$ cat src/rtl/seg_pkg.sv
// Shared constants for the scrolling seven-segment message driver:
// character codes, display modes and the all-off segment pattern.
package seg_pkg;

    localparam logic [2:0] CH_BLANK = 3'd0;
    localparam logic [2:0] CH_H     = 3'd1;
    localparam logic [2:0] CH_E     = 3'd2;
    localparam logic [2:0] CH_L     = 3'd3;
    localparam logic [2:0] CH_O     = 3'd4;
    localparam logic [2:0] CH_D     = 3'd5;
    localparam logic [2:0] CH_ONE   = 3'd6;
    localparam logic [2:0] CH_DASH  = 3'd7;

    localparam logic [1:0] MODE_STATIC = 2'b00;
    localparam logic [1:0] MODE_LEFT   = 2'b01;
    localparam logic [1:0] MODE_RIGHT  = 2'b10;
    localparam logic [1:0] MODE_BLINK  = 2'b11;

    localparam logic [6:0] SEG_BLANK = 7'b1111111;

endpackage

$ cat src/rtl/scroll_7_seg_if.sv
// Control, message-write and display signals of the scrolling driver.
// The master side drives controls and writes; the slave side is the driver.
interface scroll_7_seg_if #(
    parameter int DIGITS  = 4,
    parameter int MSG_LEN = 8
);
    localparam int AW = $clog2(MSG_LEN);

    logic                  en;
    logic [1:0]            mode;
    logic                  wr_en;
    logic [AW-1:0]         wr_addr;
    logic [2:0]            wr_data;
    logic [7*DIGITS-1:0]   hex;
    logic                  step;
    logic [AW-1:0]         offset;

    modport master (output en, mode, wr_en, wr_addr, wr_data,
                    input  hex, step, offset);
    modport slave  (input  en, mode, wr_en, wr_addr, wr_data,
                    output hex, step, offset);
endinterface

$ cat src/rtl/seg_char_decoder.sv
// Combinational character-code to active-low segment decoder.
// Output bit 0 is segment a, bit 6 is segment g.
module seg_char_decoder
    import seg_pkg::*;
(
    input  logic [2:0] code,
    output logic [6:0] seg
);

    // Literals are written g..a (MSB first), so they read reversed from a..g.
    always_comb begin
        // NOTE: default assignment first so every path drives seg; no latch.
        seg = SEG_BLANK;
        case (code)
            CH_H:     seg = 7'b0001001;
            CH_E:     seg = 7'b0000110;
            CH_L:     seg = 7'b1000111;
            CH_O:     seg = 7'b1000000;
            CH_D:     seg = 7'b0100001;
            CH_ONE:   seg = 7'b1111001;
            CH_DASH:  seg = 7'b0111111;
            default:  seg = SEG_BLANK;
        endcase
    end

endmodule

$ cat src/rtl/scroll_7_seg.sv
// Multi-digit seven-segment message driver with static, scroll-left,
// scroll-right and blink modes paced by an internal prescaler.
module scroll_7_seg
    import seg_pkg::*;
#(
    parameter int DIGITS   = 4,
    parameter int MSG_LEN  = 8,
    parameter int TICK_DIV = 25_000_000
) (
    input  logic           CLOCK_50,
    input  logic           reset,
    scroll_7_seg_if.slave  bus
);

    localparam int AW = $clog2(MSG_LEN);
    localparam int CW = $clog2(TICK_DIV);
    localparam logic [AW-1:0] OFF_LAST = AW'(MSG_LEN - 1);
    localparam logic [CW-1:0] CNT_LAST = CW'(TICK_DIV - 1);

    logic [CW-1:0]        cnt_q, cnt_d;
    logic [AW-1:0]        off_q, off_d;
    logic                 phase_q, phase_d;
    logic [1:0]           mode_q;
    logic [2:0]           msg_q [MSG_LEN];
    logic [7*DIGITS-1:0]  hex_q, hex_d;
    logic                 mode_chg;
    logic                 step;
    logic                 wr_ok;

    // A mode change restarts pacing, so that cycle can never be a step.
    assign mode_chg = (bus.mode != mode_q);
    assign step     = bus.en && !mode_chg && (cnt_q == CNT_LAST);
    assign wr_ok    = bus.wr_en && ({1'b0, bus.wr_addr} < (AW+1)'(MSG_LEN));

    always_comb begin
        cnt_d   = cnt_q;
        off_d   = off_q;
        phase_d = phase_q;
        if (mode_chg) begin
            cnt_d   = '0;
            phase_d = 1'b1;
        end else if (bus.en) begin
            cnt_d = (cnt_q == CNT_LAST) ? '0 : cnt_q + 1'b1;
        end
        if (step && bus.mode == MODE_BLINK)
            phase_d = !phase_q;
        case (bus.mode)
            MODE_STATIC: off_d = '0;
            MODE_LEFT:   if (step) off_d = (off_q == OFF_LAST) ? '0 : off_q + 1'b1;
            MODE_RIGHT:  if (step) off_d = (off_q == '0) ? OFF_LAST : off_q - 1'b1;
            default:     off_d = off_q;
        endcase
    end

    // Leftmost digit (index DIGITS-1) shows the character at the offset.
    for (genvar gi = 0; gi < DIGITS; gi++) begin : g_digit
        logic [AW-1:0] sel;
        logic [6:0]    seg;

        assign sel = AW'((int'(off_q) + DIGITS - 1 - gi) % MSG_LEN);

        seg_char_decoder u_dec (
            .code (msg_q[sel]),
            .seg  (seg)
        );

        assign hex_d[7*gi +: 7] = phase_q ? seg : SEG_BLANK;
    end

    always_ff @(posedge CLOCK_50 or posedge reset) begin
        if (reset) begin
            cnt_q   <= '0;
            off_q   <= '0;
            phase_q <= 1'b1;
            mode_q  <= MODE_STATIC;
            hex_q   <= '1;
            // NOTE: the message buffer is small and must power up blank, so it is reset like any register.
            for (int i = 0; i < MSG_LEN; i++)
                msg_q[i] <= CH_BLANK;
        end else begin
            // NOTE: non-blocking assignments keep every register sampling pre-edge values.
            cnt_q   <= cnt_d;
            off_q   <= off_d;
            phase_q <= phase_d;
            mode_q  <= bus.mode;
            hex_q   <= hex_d;
            if (wr_ok)
                msg_q[bus.wr_addr] <= bus.wr_data;
        end
    end

    assign bus.hex    = hex_q;
    assign bus.step   = step;
    assign bus.offset = off_q;

endmodule

$ cat src/flat_wrapper.sv
// flat-port wrapper written by rule: the top's interface ports become plain ports
module scroll_7_seg_flat import seg_pkg::*;
#(
    parameter int DIGITS   = 4,
    parameter int MSG_LEN  = 8,
    parameter int TICK_DIV = 25_000_000
)
  (CLOCK_50, reset, bus_en, bus_mode, bus_wr_en, bus_wr_addr, bus_wr_data, bus_hex, bus_step, bus_offset);
  scroll_7_seg_if #(.DIGITS(DIGITS), .MSG_LEN(MSG_LEN)) bus_i ();
  input  logic CLOCK_50;
  input  logic reset;
  input wire logic [$bits(bus_i.en)-1:0] bus_en;
  input wire logic [$bits(bus_i.mode)-1:0] bus_mode;
  input wire logic [$bits(bus_i.wr_en)-1:0] bus_wr_en;
  input wire logic [$bits(bus_i.wr_addr)-1:0] bus_wr_addr;
  input wire logic [$bits(bus_i.wr_data)-1:0] bus_wr_data;
  output wire logic [$bits(bus_i.hex)-1:0] bus_hex;
  output wire logic [$bits(bus_i.step)-1:0] bus_step;
  output wire logic [$bits(bus_i.offset)-1:0] bus_offset;
  assign bus_i.en = bus_en;
  assign bus_i.mode = bus_mode;
  assign bus_i.wr_en = bus_wr_en;
  assign bus_i.wr_addr = bus_wr_addr;
  assign bus_i.wr_data = bus_wr_data;
  assign bus_hex = bus_i.hex;
  assign bus_step = bus_i.step;
  assign bus_offset = bus_i.offset;
  scroll_7_seg #(.DIGITS(DIGITS), .MSG_LEN(MSG_LEN), .TICK_DIV(TICK_DIV)) u_core (.CLOCK_50(CLOCK_50), .reset(reset), .bus(bus_i));
endmodule
$ cat config.mk
export PLATFORM = sky130hd
export DESIGN_NAME = scroll_7_seg_flat
export DESIGN_NICKNAME = d
export VERILOG_FILES = /design/src/rtl/seg_pkg.sv /design/src/rtl/scroll_7_seg_if.sv /design/src/rtl/seg_char_decoder.sv /design/src/rtl/scroll_7_seg.sv /design/src/flat_wrapper.sv
export SDC_FILE = /design/constraint.sdc
export NUM_CORES = 1
export LEC_CHECK = 0
export ABC_AREA = 1
export CAP_MARGIN = 15
export CELL_PAD_IN_SITES_DETAIL_PLACEMENT = 1
export CELL_PAD_IN_SITES_GLOBAL_PLACEMENT = 1
export CORE_MARGIN = 3
export CORE_UTILIZATION = 43
export CTS_BUF_LIST = sky130_fd_sc_hd__clkbuf_4
export DETAILED_ROUTE_END_ITERATION = 6
export PLACE_DENSITY = 0.83
export SYNTH_ARGS = -nofsm -noshare
export SYNTH_HDL_FRONTEND = slang
export SYNTH_SLANG_ARGS = --single-unit
$ cat constraint.sdc
create_clock -name CLOCK_50 -period 3.4 [get_ports CLOCK_50]
set_clock_uncertainty 0.05 [all_clocks]
set_input_delay 0.85 -clock CLOCK_50 [delete_from_list [all_inputs] [get_ports CLOCK_50]]
set_output_delay 0.85 -clock CLOCK_50 [all_outputs]
set_load 0.05 [all_outputs]
==> Word-level counts from Yosys, hierarchy flattened <==
Cells that the tools add are included.
{ "totals": {"regBits": 83, "output_inout_bits": 32, "input_bits": 12} }
{ "classes": {"n_eq_ne": 36, "add_sub_neg": 8, "reduce_logical": 12, "order_cmp": 6, "mux": 33, "n_bitwise": 5} }
{ "op_table": {"columns": ["cell", "count"], "rows": [
  ["$pmux W7 S7", 4],
  ["$mux W25", 3],
  ["$eq A3 B3 Y1 const B", 17],
  ["$mux W3", 13],
  ["$bmux W3 S3", 4],
  ["$mux W7", 4],
  ["$add A25 B1 Y25 const B", 1],
  ["$eq A25 B25 Y1 const B", 1],
  ["$bwmux W24", 1],
  ["$eq A3 B2 Y1 const B", 8],
  ["$ge A4 B4 Y1 const B", 5],
  ["$not A3 Y4", 5],
  ["$eq A3 B1 Y1 const B", 4],
  ["$demux W3 S3", 1],
  ["$pmux W3 S3", 1],
  ["$sub A3 B2 Y3 const B", 2],
  ["$sub A3 B3 Y3 const B", 2],
  ["$eq A2 B2 Y1 const B", 2],
  ["$logic_and A1 B1 Y1", 4],
  ["$lt A4 B1 Y1 const B", 1],
  ["$ne A2 B1 Y1 const B", 2],
  ["$reduce_bool A2 Y1", 2],
  ["$add A3 B1 Y3 const B", 1],
  ["$add A3 B3 Y3 const B", 1],
  ["other kinds (9)", 11]
]} }

==> Logic depth before layout (Yosys ltp) <==
{ "logic_depth": {"word_depth": 10, "depth_mapped": 16, "depth_no_buf": 13} }

==> By module <==
A second synthesis with hierarchy kept.
{ "hier_totals": {"hier_cells": 654, "area_unflattened_um2": 5281.3} }
{ "by_module_without_submodules": {"columns": ["mod", "area_per_inst_um2", "cells_each", "instances", "seq_area_each_um2"], "rows": [
  ["scroll_7_seg", 4700.8, 554, 1, 2113.3],
  ["seg_char_decoder", 145.1, 25, 4, 0.0]
]} }

==> Least setup slack after synthesis <==
No wires, ideal clock.
{ "synth_timing": {"path_kind": "reg2reg", "startpoint": "register u_core.off_q[0] (netlist: u_core.bus.offset[0])", "endpoint": "register u_core.hex_q[26] (netlist: u_core.bus.hex[26])", "arrival_time_ns": 2.323, "path_stages_with_launch": 16, "path_slack_ns": 0.940, "required_ns": 3.262, "path_cell_list": "dfrtp_1 -> buf_4 -> inv_4 -> buf_4 -> ha_1 -> inv_2 -> nand2_1 -> nand2_1 -> buf_4 -> nand2_1 -> nand2_1 -> nand2_1 -> nand2_1 -> inv_1 -> nand3_1 -> nand3_1"} }
{ "synth_between": {"elab_chain_cells": 10, "word_cells_on_any_way": 16} }
{ "synth_rtl": {"columns": ["element", "line", "source"], "rows": [
  ["from (decl)", "scroll_7_seg.sv:21", "logic [AW-1:0] off_q, off_d;"],
  ["from (signal assigned)", "scroll_7_seg.sv:73", "off_q <= '0;"],
  ["from (signal assigned)", "scroll_7_seg.sv:83", "off_q <= off_d;"],
  ["$add A3 B3 Y3 *", "scroll_7_seg.sv:60", "assign sel = AW'((int'(off_q) + DIGITS - 1 - gi) % MSG_LEN);"],
  ["$sub A3 B2 Y3 *", "scroll_7_seg.sv:60", null],
  ["$sub A3 B3 Y3 *", "scroll_7_seg.sv:60", null],
  ["$not A3 Y4 (implied by the code) *", "scroll_7_seg.sv:63", ".code (msg_q[sel]),"],
  ["$bmux W3 S3 *", "scroll_7_seg.sv:63", null],
  ["$mux W3 (implied by the code) * (2 in series)", "scroll_7_seg.sv:63", null],
  ["$eq A3 B3 Y1, or another cell as far along", "seg_char_decoder.sv:14", "case (code)"],
  ["$pmux W7 S7 *", "seg_char_decoder.sv:14", null],
  ["$mux W7 *", "scroll_7_seg.sv:67", "assign hex_d[7*gi +: 7] = phase_q ? seg : SEG_BLANK;"],
  ["named net u_core.hex_d[26]", "scroll_7_seg.sv:25", "logic [7*DIGITS-1:0] hex_q, hex_d;"],
  ["to (signal assigned)", "scroll_7_seg.sv:76", "hex_q <= '1;"],
  ["to (signal assigned)", "scroll_7_seg.sv:86", "hex_q <= hex_d;"],
  ["to (decl)", "scroll_7_seg.sv:25", null]
]} }
The timed path passes the listed nets; every way through them passes the cells marked *. The select of a mux whose other input is x is not followed.
A chain may end at the register's enable or synchronous reset.

==> Worst setup path in the final report <==
{ "layout_timing": {"startpoint": "input bus_mode[1]", "endpoint": "output bus_step"} }
{ "layout_between": {"elab_chain_cells": 4} }
{ "layout_rtl": {"columns": ["element", "line", "source"], "rows": [
  ["from (decl)", "flat_wrapper.sv:13", "input wire logic [$bits(bus_i.mode)-1:0] bus_mode;"],
  ["$ne A2 B2 Y1", "scroll_7_seg.sv:31", "assign mode_chg = (bus.mode != mode_q);"],
  ["$logic_not A1 Y1", "scroll_7_seg.sv:32", "assign step = bus.en && !mode_chg && (cnt_q == CNT_LAST);"],
  ["$logic_and A1 B1 Y1 (2 in series)", "scroll_7_seg.sv:32", null],
  ["to (decl)", "flat_wrapper.sv:18", "output wire logic [$bits(bus_i.step)-1:0] bus_step;"]
]} }
Every way passes these cells.

==> results.env <==
SETUP_TNS_NS=0
CP.REQUIRED_NS=2.50
HOLD_PATH_CLASS='reg2reg'
SYNTHESIS.INSTANCES=692
FINALWIRELENGTH_MM=13.2
YOSYSWARNINGS=0
CRITICAL_PATH.REG2REG.STARTPOINT='u_core.bus.offset[0]$_DFFE_PP0P_'
LARGEST_VDD_SUPPLY_DROP_V=0.000529
DIE_AREA_UM2=12500
DR.PASS1.ITERS=5
DP_HPWL_MM=10.2
CORE.ROWCOUNT=38
REPORT.FINAL.SLEW_VIOL_COUNT=0
SYNTH.YOSYS.SEQ_AREA_SHARE_PCT=41.6
PATH_CLK_SLEW_NS=0.13
MAXIMUM_LEVEL_OF_THE_CTS_H_TREE=3
POWER_mW=3.94
GRT_START_MAX_NET_PINS=62
PATH_MAX_FANOUT=6
DIE_OUTLINE_HEIGHT_UM=112
FINAL_NETS=753
HOLD_START='u_core.msg_q[22]$_DFFE_PP0P_'
POWER.DENSITY_nW_PER_UM2=718
ASYNC_FLOP_SHARE_PCT=100
DIE_W_UM=112
SYNTH_TOP_FAMILY_BY_AREA='simple AND/OR/NAND/NOR gates'
UTILIZATION_PCT=50.4
POSTSYNTH.TOPFLOPCELL='dfrtp_1'
SYNTH.TOP_CELL.AREA_SHARE_PCT=28.0
MAX_CAP_VIOLATIONS=0
FINALWORSTPATHREQUIREDPERIOD_NS=3.21
REGTOREGSETUPSLACK_NS=0.75
FINAL_ANTENNA_NET_COUNT=0
P_LEAK_nW=2.59
MULTIINPUTGATEAREA_UM2=2430
NUMCLOCKSINKS=79
FIRST_GLOBAL_VIAS=4671
WORST-ENDPOINT-ARRIVAL_NS=2.31
YOSYS-TOP-CELLS-COUNT='286 x nand2_1, 73 x nand3_1, 63 x inv_1'
MAX-SLEW-MARGIN-REL_PCT=56.9
POST_DRT_VIA_CELL_RATIO=5.19
POST_CTS_RESIZE_COUNT=0
POST_SYNTH_INSTANCE_AREA_UM2=4830
POST_CTS.REPAIR.SETUP_BUFFERS=0
MAX_SLEW.WORST_PIN.SLEW_NS=0.641
SYNTH.AREA.MUX_SHARE_PCT=0
CLK_PATH_BUF_DEPTH=2
NUMBER_OF_FLOPS_MAPPED_TO_ENABLE_CELLS_BY_YOSYS=0
ANTENNA_FOUND_INITIAL=0
CRITPATHLAUNCHTYPE='input pin'
TIMING.FINAL.HOLD_VIOLATIONS=0
DRT_FIRST_ITER_VIOLATIONS=188
SYNTH.DISTINCT_CELLS=33
NUM_IO_PINS=44
MAX_CLOCK_FREQ_MHz=312
FLOORPLAN.CORE_AREA_UM2=10900
CLOCK_LATENCY_LATE_SINK_NS=0.44
RSZ0062_AT_GRT='no'
CTS.ROOT.BUFFER_CELL='clkbuf_4'
SYNTH-COMPOUND-AREA-SHARE_PCT=8.79
PERIOD_UTILIZATION_POST_ROUTE_PCT=94.3
SYN2LAYOUT_AREA_GROWTH_PCT=13.7
ROUTE.DETAILED.DRC=0
MIN_TO='u_core.msg_q[22]$_DFFE_PP0P_'
TIMING.CRITICAL_PATH.TO_TYPE='output pin'
YOSYS.AREA_SHARE.SIMPLE_PCT=36.2
GRT_OVERFLOW=0
DR_TOTAL_VIAS=4543
GRT_PASS1_WL_MM=22.6
DOMINANT_CELLS_BY_AREA_AFTER_SYNTHESIS='dfrtp_1 28%, nand2_1 22%, dfstp_2 14%'
FILL_COUNT=1453
RESULT_OF_THE_RUN='complete, no violations'
REGTOREGENDPOINT='u_core.bus.hex[26]$_DFF_PP1_'
ANTENNA-DIODE-COUNT=0
POST_SYNTH.CELL_AREA_AVG_UM2=6.97
LAYOUT_CELLS_SIZED_ABOVE_1_PCT=9.24
SYNTH_XOR_XNOR_AREA_SHARE_PCT=2.72
GPL.FINAL_WEIGHTED_CONGESTION=0.850
NUMCTSBUFFERS=9
SEQUENTIAL_CELL_AREA_UM2=2010
BUFFER_PORTS.INSERTED=43
WL_PER_CELL_UM=15.0
SYNTHADDERAREAFRAC_PCT=2.59
YOSYSTOPAREACELL='dfrtp_1'
GRT_USAGE_PCT=21.9
WORST_HOLD_PATH.NUM_CELLS=2
YS_FF_LATCH=79
FINALSETUPVIOLATIONS=0
RR_WORST_DEPTH=13
POST-SYNTH-TOP-COUNT-CELL='nand2_1'
FLOORPLAN.INITIALDENSITY_PCT=44.3
MAPPEDNETLISTNETS=714
CTS_TREE='built'
POSTCTSHOLDBUFS=0
SETUP.WORST_PATH.CLASS='in2out'
[logic make-up after synthesis]
group | count (synthesis)
fa+ha+maj | 10
flops | 79
buf+inv | 88
xor+xnor | 15
compound gates | 80
simple gates | 420
[power breakdown]
| group | switching [mW] | internal [mW] | leakage, nW |
|---|---|---|---|
| clock | 0.332 | 0.223 | 0.0727 |
| combinational | 1.44 | 0.611 | 1.54 |
| sequential | 0.0960 | 1.24 | 0.976 |
| total | 1.87 | 2.07 | 2.59 |
[layout by cell type, fill, tap and decap left out]
cell             Yosys  layout
clkdlybuf4s50_1      0      42
a21o_1               1       1
bufinv_16            0       1
nor2_1              33      33
inv_2                3       4
ha_1                10      10
dfrtp_1             54      54
nor2_4               1       1
xor2_1              10      10
o211ai_1             1       1
nor3_1               5       5
o21bai_1             1       1
xnor2_1              5       5
dfstp_2             25      25
clkinv_2             0       2
a21oi_1             13      13
o21ai_1             10      10
or2_2                1       1
o22ai_1              6       6
nor2_2               4       4
nand2_2              8       8
a31oi_1              1       1
inv_1               63      62
nor3_2               2       2
nand4_1              6       6
nand3_2              1       1
clkinv_1             1       4
buf_4                9       4
a21oi_2              2       2
inv_4                1       1
clkbuf_4             0      10
buf_12               0       2
nand3_1             73      73
nand2_1            286     286
o21ai_0             45      45
[critical path, stage by stage]
cell and delay (ns):
clkdlybuf4s50_1 0.61, xnor2_1 0.16, nand2_1 0.16, nor2_2 0.19, nand2_2 0.10, clkinv_1 0.10, buf_12 0.14
[cell type report]
type	count	area share, %
Timing Repair Buffer	48	8.94
Multi-Input combinational cell	525	44.3
Clock inverter	6	0.935
Inverter	68	4.70
Tap cell	140	3.19
Sequential cell	79	36.6
Clock buffer	10	1.37
[metal layers]
metal / part of all wire [%] / vias up / GRT usage (%)
met1: 48 / 2183 / 30.2
met2: 46 / 76 / 35.7
met4: 1.9 / 0 / 7.93
li1: - / 2268 / -
met3: 3.9 / 16 / 2.61
met5: 0 / - / 0
[worst max-delay path by stage]
stage	from	to	cells after the start
2_1_floorplan	reset	u_core.bus.offset[0]$_DFFE_PP0P_	1
3_3_place_gp	bus_mode[0]	bus_step	7
3_5_place_dp	bus_mode[1]	bus_step	7
4_1_cts	bus_mode[1]	bus_step	7
5_1_grt	bus_mode[1]	bus_step	7
6_report	bus_mode[1]	bus_step	7
[flip-flops by register name (all words and copies together) (netlist names)]
signal	cells
u_core.cnt_q	25
u_core.mode_q	2
u_core.phase_q	1
u_core.msg_q	24
u_core.bus.offset	3
u_core.bus.hex	24
[stage by stage]
step                      worst slack, ns  instances  cell area [um2]  hold slack, ns
after global routing               0.0974        876             5490           0.470
after CTS                           0.188        876             5490           0.453
after detailed placement            0.196        860             5360           0.423
final                               0.194        876             5490           0.450
after floorplan                     0.518        692             4830           0.403
after global placement              0.300        860             5360           0.418
No activity file was read; power rests on OpenSTA's default activity.
